--- src/rtl/logic_op_pipe.sv ---
// Bitwise AND/OR/XOR/XNOR on two operands; build with LOGIC_OP_PIPE_ACC_EN to make op=3 an OR-accumulate with acc_clr.
// Latency: LATENCY cycles from accept to out_valid, one result per cycle when out_ready stays high.
// Backpressure: the stage chain stalls from the tail, empty stages still fill, and in_ready falls only when every stage is full.
module logic_op_pipe #(
  parameter int WIDTH   = 8,
  parameter int LATENCY = 2
) (
  input  logic             clk,
  input  logic             rst,
  input  logic             in_valid,
  output logic             in_ready,
  input  logic [1:0]       op,
  input  logic [WIDTH-1:0] in1,
  input  logic [WIDTH-1:0] in2,
  output logic             out_valid,
  input  logic             out_ready,
`ifdef LOGIC_OP_PIPE_ACC_EN
  input  logic             acc_clr,
`endif
  output logic [WIDTH-1:0] out
);

  logic [LATENCY-1:0] vld_q;
  logic [LATENCY-1:0] adv;
  logic [WIDTH-1:0]   data_q [LATENCY];
  logic               accept;
  logic [WIDTH-1:0]   res;

  // A stage may advance unless it and every stage after it are full with the tail stalled.
  for (genvar g = 0; g < LATENCY; g++) begin : g_adv
    assign adv[g] = out_ready | ~(&vld_q[LATENCY-1:g]);
  end

  assign in_ready = adv[0];
  assign accept   = in_valid & in_ready;

`ifdef LOGIC_OP_PIPE_ACC_EN
  logic [WIDTH-1:0] acc_q;
  logic [WIDTH-1:0] acc_d;
  logic [WIDTH-1:0] acc_nxt;

  assign acc_nxt = (acc_clr ? '0 : acc_q) | (in1 & in2);

  always_comb begin
    acc_d = acc_q;
    if (accept && (op == 2'd3)) begin
      acc_d = acc_nxt;
    end else if (acc_clr) begin
      acc_d = '0;
    end
  end

  always_ff @(posedge clk or posedge rst) begin
    if (rst) begin
      acc_q <= '0;
    end else begin
      acc_q <= acc_d;
    end
  end
`endif

  always_comb begin
    res = '0;
    case (op)
      2'd0:    res = in1 & in2;
      2'd1:    res = in1 | in2;
      2'd2:    res = in1 ^ in2;
`ifdef LOGIC_OP_PIPE_ACC_EN
      default: res = acc_nxt;
`else
      default: res = ~(in1 ^ in2);
`endif
    endcase
  end

  always_ff @(posedge clk or posedge rst) begin
    if (rst) begin
      vld_q <= '0;
      for (int i = 0; i < LATENCY; i++) begin
        data_q[i] <= '0;
      end
    end else begin
      if (adv[0]) begin
        vld_q[0] <= accept;
        if (accept) begin
          data_q[0] <= res;
        end
      end
      for (int i = 1; i < LATENCY; i++) begin
        if (adv[i]) begin
          vld_q[i]  <= vld_q[i-1];
          data_q[i] <= data_q[i-1];
        end
      end
    end
  end

  assign out_valid = vld_q[LATENCY-1];
  assign out       = data_q[LATENCY-1];

endmodule

--- config.mk ---
export PLATFORM = sky130hd
export DESIGN_NAME = logic_op_pipe
export DESIGN_NICKNAME = d
export VERILOG_FILES = /design/src/rtl/logic_op_pipe.sv
export SDC_FILE = /design/constraint.sdc
export NUM_CORES = 1
export LEC_CHECK = 0
export CAP_MARGIN = 20
export CELL_PAD_IN_SITES_DETAIL_PLACEMENT = 0
export CELL_PAD_IN_SITES_GLOBAL_PLACEMENT = 1
export CORE_UTILIZATION = 41
export CTS_BUF_LIST = sky130_fd_sc_hd__clkbuf_8
export DETAILED_ROUTE_END_ITERATION = 8
export PLACE_DENSITY_LB_ADDON = 0.1
export SLEW_MARGIN = 10
export SYNTH_ARGS = -nofsm -noshare
export SYNTH_HDL_FRONTEND = slang
export SYNTH_SLANG_ARGS = --single-unit
--- constraint.sdc ---
create_clock -name clk -period 2.6 [get_ports clk]
set_input_delay 0.78 -clock clk [delete_from_list [all_inputs] [get_ports clk]]
set_output_delay 0.78 -clock clk [all_outputs]
set_load 0.05 [all_outputs]
; ---- Word-level counts from Yosys, hierarchy flattened
; Cells that the tools add are included.
[totals]
regBits = 18
inputBits = 22
out_inout_bits = 10
wordCells = 19
[classes]
n_eq_ne = 2
muxes = 1
n_bitwise = 9
n_reduce_logical = 3
[ops]
columns = op, count
row1 = $pmux W8 S3, 1
row2 = $and A8 B8 Y8, 1
row3 = $not A8 Y8, 1
row4 = $or A8 B8 Y8, 1
row5 = $xor A8 B8 Y8, 1
row6 = $reduce_and A2 Y1, 2
row7 = $eq A2 B1 Y1 const B, 1
row8 = $eq A2 B2 Y1 const B, 1
row9 = $logic_not A2 Y1, 1
row10 = $not A1 Y1, 2
row11 = $or A1 B1 Y1, 2
row12 = $and A1 B1 Y1, 1

; ---- Logic depth before layout (Yosys ltp)
[logic_depth]
ltp_word = 5
mapped_depth = 5
ltp_nobuf = 5

; ---- Worst setup path after synthesis
; No wires, ideal clock.
[synth_path]
kind = input to output
from = in out_ready
to = out in_ready
arrival_time_ns = 1.200
t_required_ns = 1.820
setup_slack_ns = 0.620
path_stages = 2
path_buffers = 1
path_cell_list = nand3b_1 > buf_2
[synth_via]
elab_chain_cells = 1
[synth_lines]
columns = element, line
row1 = from (decl), 16  ; input logic out_ready,
row2 = $or A1 B1 Y1, 31  ; assign adv[g] = out_ready | ~(&vld_q[LATENCY-1:g]);
row3 = to (decl), 11  ; output logic in_ready,
; Every way passes these cells.

; ---- Worst setup path after layout
; Same ends and word-level chain as after synthesis.

==> impl_summary.md <==
Drt
In the final routed layout, each cell accounts on average for 10.9 µm. In this run, the number of DRC markers left after iteration 0 of detailed routing was 34. The post-detailed-routing wire length is 2010 µm. After detailed routing, the number of remaining DRC violations is 2. The post-detailed-route count of antenna-violating nets is 0. Across all layers, the routed design uses slightly below 900 vias. After detailed routing, the number of vias per cell comes to 4.79. The first detailed-routing pass took 6 iterations.

CTS
The total clock buffers created by CTS is 3. TritonCTS built the clock tree. In this run the number of H-tree levels came out at 1.

The tree is rooted in a clkbuf_8. The number of gates resized after CTS is 0. The clock net in this run drives a total of 18 sinks. The number of buffers on the longest clock path is 2. The number of hold buffers added after CTS was 0. For the worst-skew pair, the clock arrives at the later sink with an insertion delay of 250 ps. The post-CTS setup-driven buffer insertion count is 0. The clock slew seen by the registers of the worst setup and hold paths is 60 ps.

STA
The shortest period the worst path allows is 2430 ps. Final hold analysis gives a worst-case slack of 472 ps. For the final routed database, the setup TNS stands at 0 ps. On the final layout, the worst clock skew is 1.97 ps. The total count of hold-check failures in the final report is 0.

Setup repair after global routing left no endpoint under its margin. In this run the tightest slew margin relative to its limit is 57.0%. The count of pins over their slew limit came to 0. The highest clock rate is 0.412 GHz.

Of the available clock period, the critical path in the final layout requires 93.5%. The final worst setup slack is 170 ps. The setup violation total in the final timing report is 0. At the pin with the least slew margin, the transition time is between 600 and 700 ps.

Die
The core region is 2830 µm². The floorplan has 19 rows. During I/O placement, the number of pins put on the boundary was 32. The floorplan die area is around 3300 µm². Once the floorplan was initialized, standard cells occupied 44.4% of the core. The die is around 57 µm tall.

The floorplan step set the die width to 57.4 µm.

Global routing
In the global route stage, overall resource usage came out at 13.9%. Global routing finished with a remaining overflow of 0. The number of global-route vias before repair is about 850. The first global-routing pass estimated 3580 µm of wire.

The initial antenna violation count is 0. Entering global routing, the biggest net connects 19 pins.

Synth
Yosys mapped a number of flops with a built-in enable equal to 0. The most numerous cell in the Yosys netlist is inv_1. The cell area after technology mapping is 1260 µm². In the synthesized netlist the async set-or-reset flop fraction comes to between 90% and 100%. The post-synthesis sequential element count is 18.

Counting distinct cell types in the post-synthesis netlist gives 22. The cell count after synthesis came out at 130. The count of synthesis-stage warnings from yosys is 0. After synthesis, the largest area contributor takes up ~36% of total cell area. The most used flip-flop cell after synthesis is dfrtp_1.

The net count of the mapped netlist is 168. Summed over all instances, the cell type with the most area after synthesis is dfrtp_1. Each instance of the synthesized netlist takes up on average 9.66 µm². Ranked by total cell area, the synthesized netlist is headed by dfrtp_1 36%, ha_1 16%, mux2_2 7.2%. The sequential fraction of the synthesis area is 35.9%. Ranked by instance count, the synthesized netlist is headed by 19 x inv_1, 18 x dfrtp_1, 16 x ha_1.

Setup path
The worst path buffer plus inverter count is 2. The highest-delay cell along the critical path is clkdlybuf4s50_1. For flop-to-flop paths, the worst setup slack is 1270 ps. STA classifies the critical path endpoint as an output pin. The worst register-to-register path begins at vld_q[1].

The kind of cell adding the most delay to the critical path is buffers and inverters. The biggest cell delay along the critical path is 420 ps. For the worst flop-to-flop path, the logic depth is 4. Data arrives at the worst endpoint at 1650 ps. The number of cells on the critical path is 3. The worst setup path is launched from an input pin.

Walking the worst path, the cells encountered are clkdlybuf4s50_1, nand3b_1, buf_12. The maximum fanout along the worst path is 2. The critical path endpoint is in_ready. Tracing the worst setup path back leads to its startpoint at out_ready. The required time at the endpoint of the critical path is roughly 1800 ps. The worst setup path is of the input pin to output pin kind.

In this run the critical register-to-register path is captured at data_q[13].

Layout
For this run, the share of the core covered by cells in the final layout is 56.3%. The repair_antennas step left the layout with diodes totalling 0. The area growth from synthesis to layout is 26.9%. The net total in the final layout is around 190. The fraction of final layout cells sized beyond drive strength 1 is 13.1%.

Worst hold path
In this run the worst hold path is classified as register to register. Counting instances, the worst hold path has a depth of 1.

Outcome
The run finished, with violations left. The final reports fail on DRC.

Power
The design draws 942 µW. In this run the power density over the cells is ~590 nW/µm². In this run the static leakage power is 0.000768 µW. The maximum vdd drop is 0.000246 V.

Place
The congestion estimate from routability-driven global placement came to 0.668. OpenSTA, run right after detailed placement, puts the worst setup slack at 187 ps. The number of input and output port buffers inserted is 31. The placed wire-length estimate is 1600 µm.

Run
Max-cap violations in this run came to 0.
==> layout make-up <==
type	count	area, µm²
clock buffer	4	55.1
fill	261	1230
multi-input combinational	77	628
timing repair buffer	35	350
tap	31	38.8
sequential	18	450
inverter	19	71.3
==> cells by family (layout without fill, tap and decap cells) <==
group	Yosys count	in the layout	synth area share [%]
adder cells (fa/ha/maj)	16	16	15.9
flip-flops	18	18	35.9
AND/OR/NAND/NOR	21	21	7.77
AO/OA/AOI/OAI	24	24	13.5
buffers and inverters	35	58	14.1
XOR/XNOR	8	8	5.58
multiplexers	8	8	7.17
==> cells in the final DEF (no fill, tap or decap), drive strengths merged <==
cell / synthesis / routed
clkdlybuf4s50: 0 / 30
inv: 19 / 19
dfrtp: 18 / 18
ha: 16 / 16
mux2: 8 / 8
a211o: 8 / 8
nand2: 8 / 8
nor2: 6 / 6
xor2: 6 / 6
a21oi: 6 / 6
a31oi: 6 / 6
buf: 14 / 5
clkbuf: 2 / 4
nor2b: 3 / 3
xnor2: 2 / 2
a21boi: 2 / 2
a31o: 2 / 2
nand3b: 1 / 1
nand2b: 1 / 1
and2: 1 / 1
or2: 1 / 1
==> registers in the layout (all words and copies together) (netlist names) <==
register	flops
vld_q	2
out	8
data_q	8
==> stage by stage <==
stage | cell area (µm²) | instances
6_report | 1590 | 184
5_1_grt | 1590 | 184
4_1_cts | 1590 | 184
3_5_place_dp | 1540 | 180
3_3_place_gp | 1540 | 180
2_1_floorplan | 1260 | 130
==> per-layer routing <==
metal	vias up	GRT usage [%]	routed length, µm
met2	28	22.6	911
met3	4	2.04	83
met1	388	18.3	985
met4	0	6.27	29
li1	462	-	-
met5	-	0	0
==> power by group <==
part	leakage [µW]	internal, µW	switching, µW
logic	0.000536	159	204
registers	0.000204	334	25.3
clock network	0.0000288	134	86.8
==> worst min-delay path by stage <==
stage / slack (ps) / startpoint / end
final: 470 / vld_q[0] / vld_q[1]
after global routing: 510 / vld_q[0] / vld_q[1]
after CTS: 470 / vld_q[0] / vld_q[1]
after detailed placement: 460 / vld_q[0] / vld_q[1]
after global placement: 440 / vld_q[0] / vld_q[1]
after floorplan: 440 / vld_q[0] / vld_q[1]
Note: power is estimated with default switching activity, not from simulation.
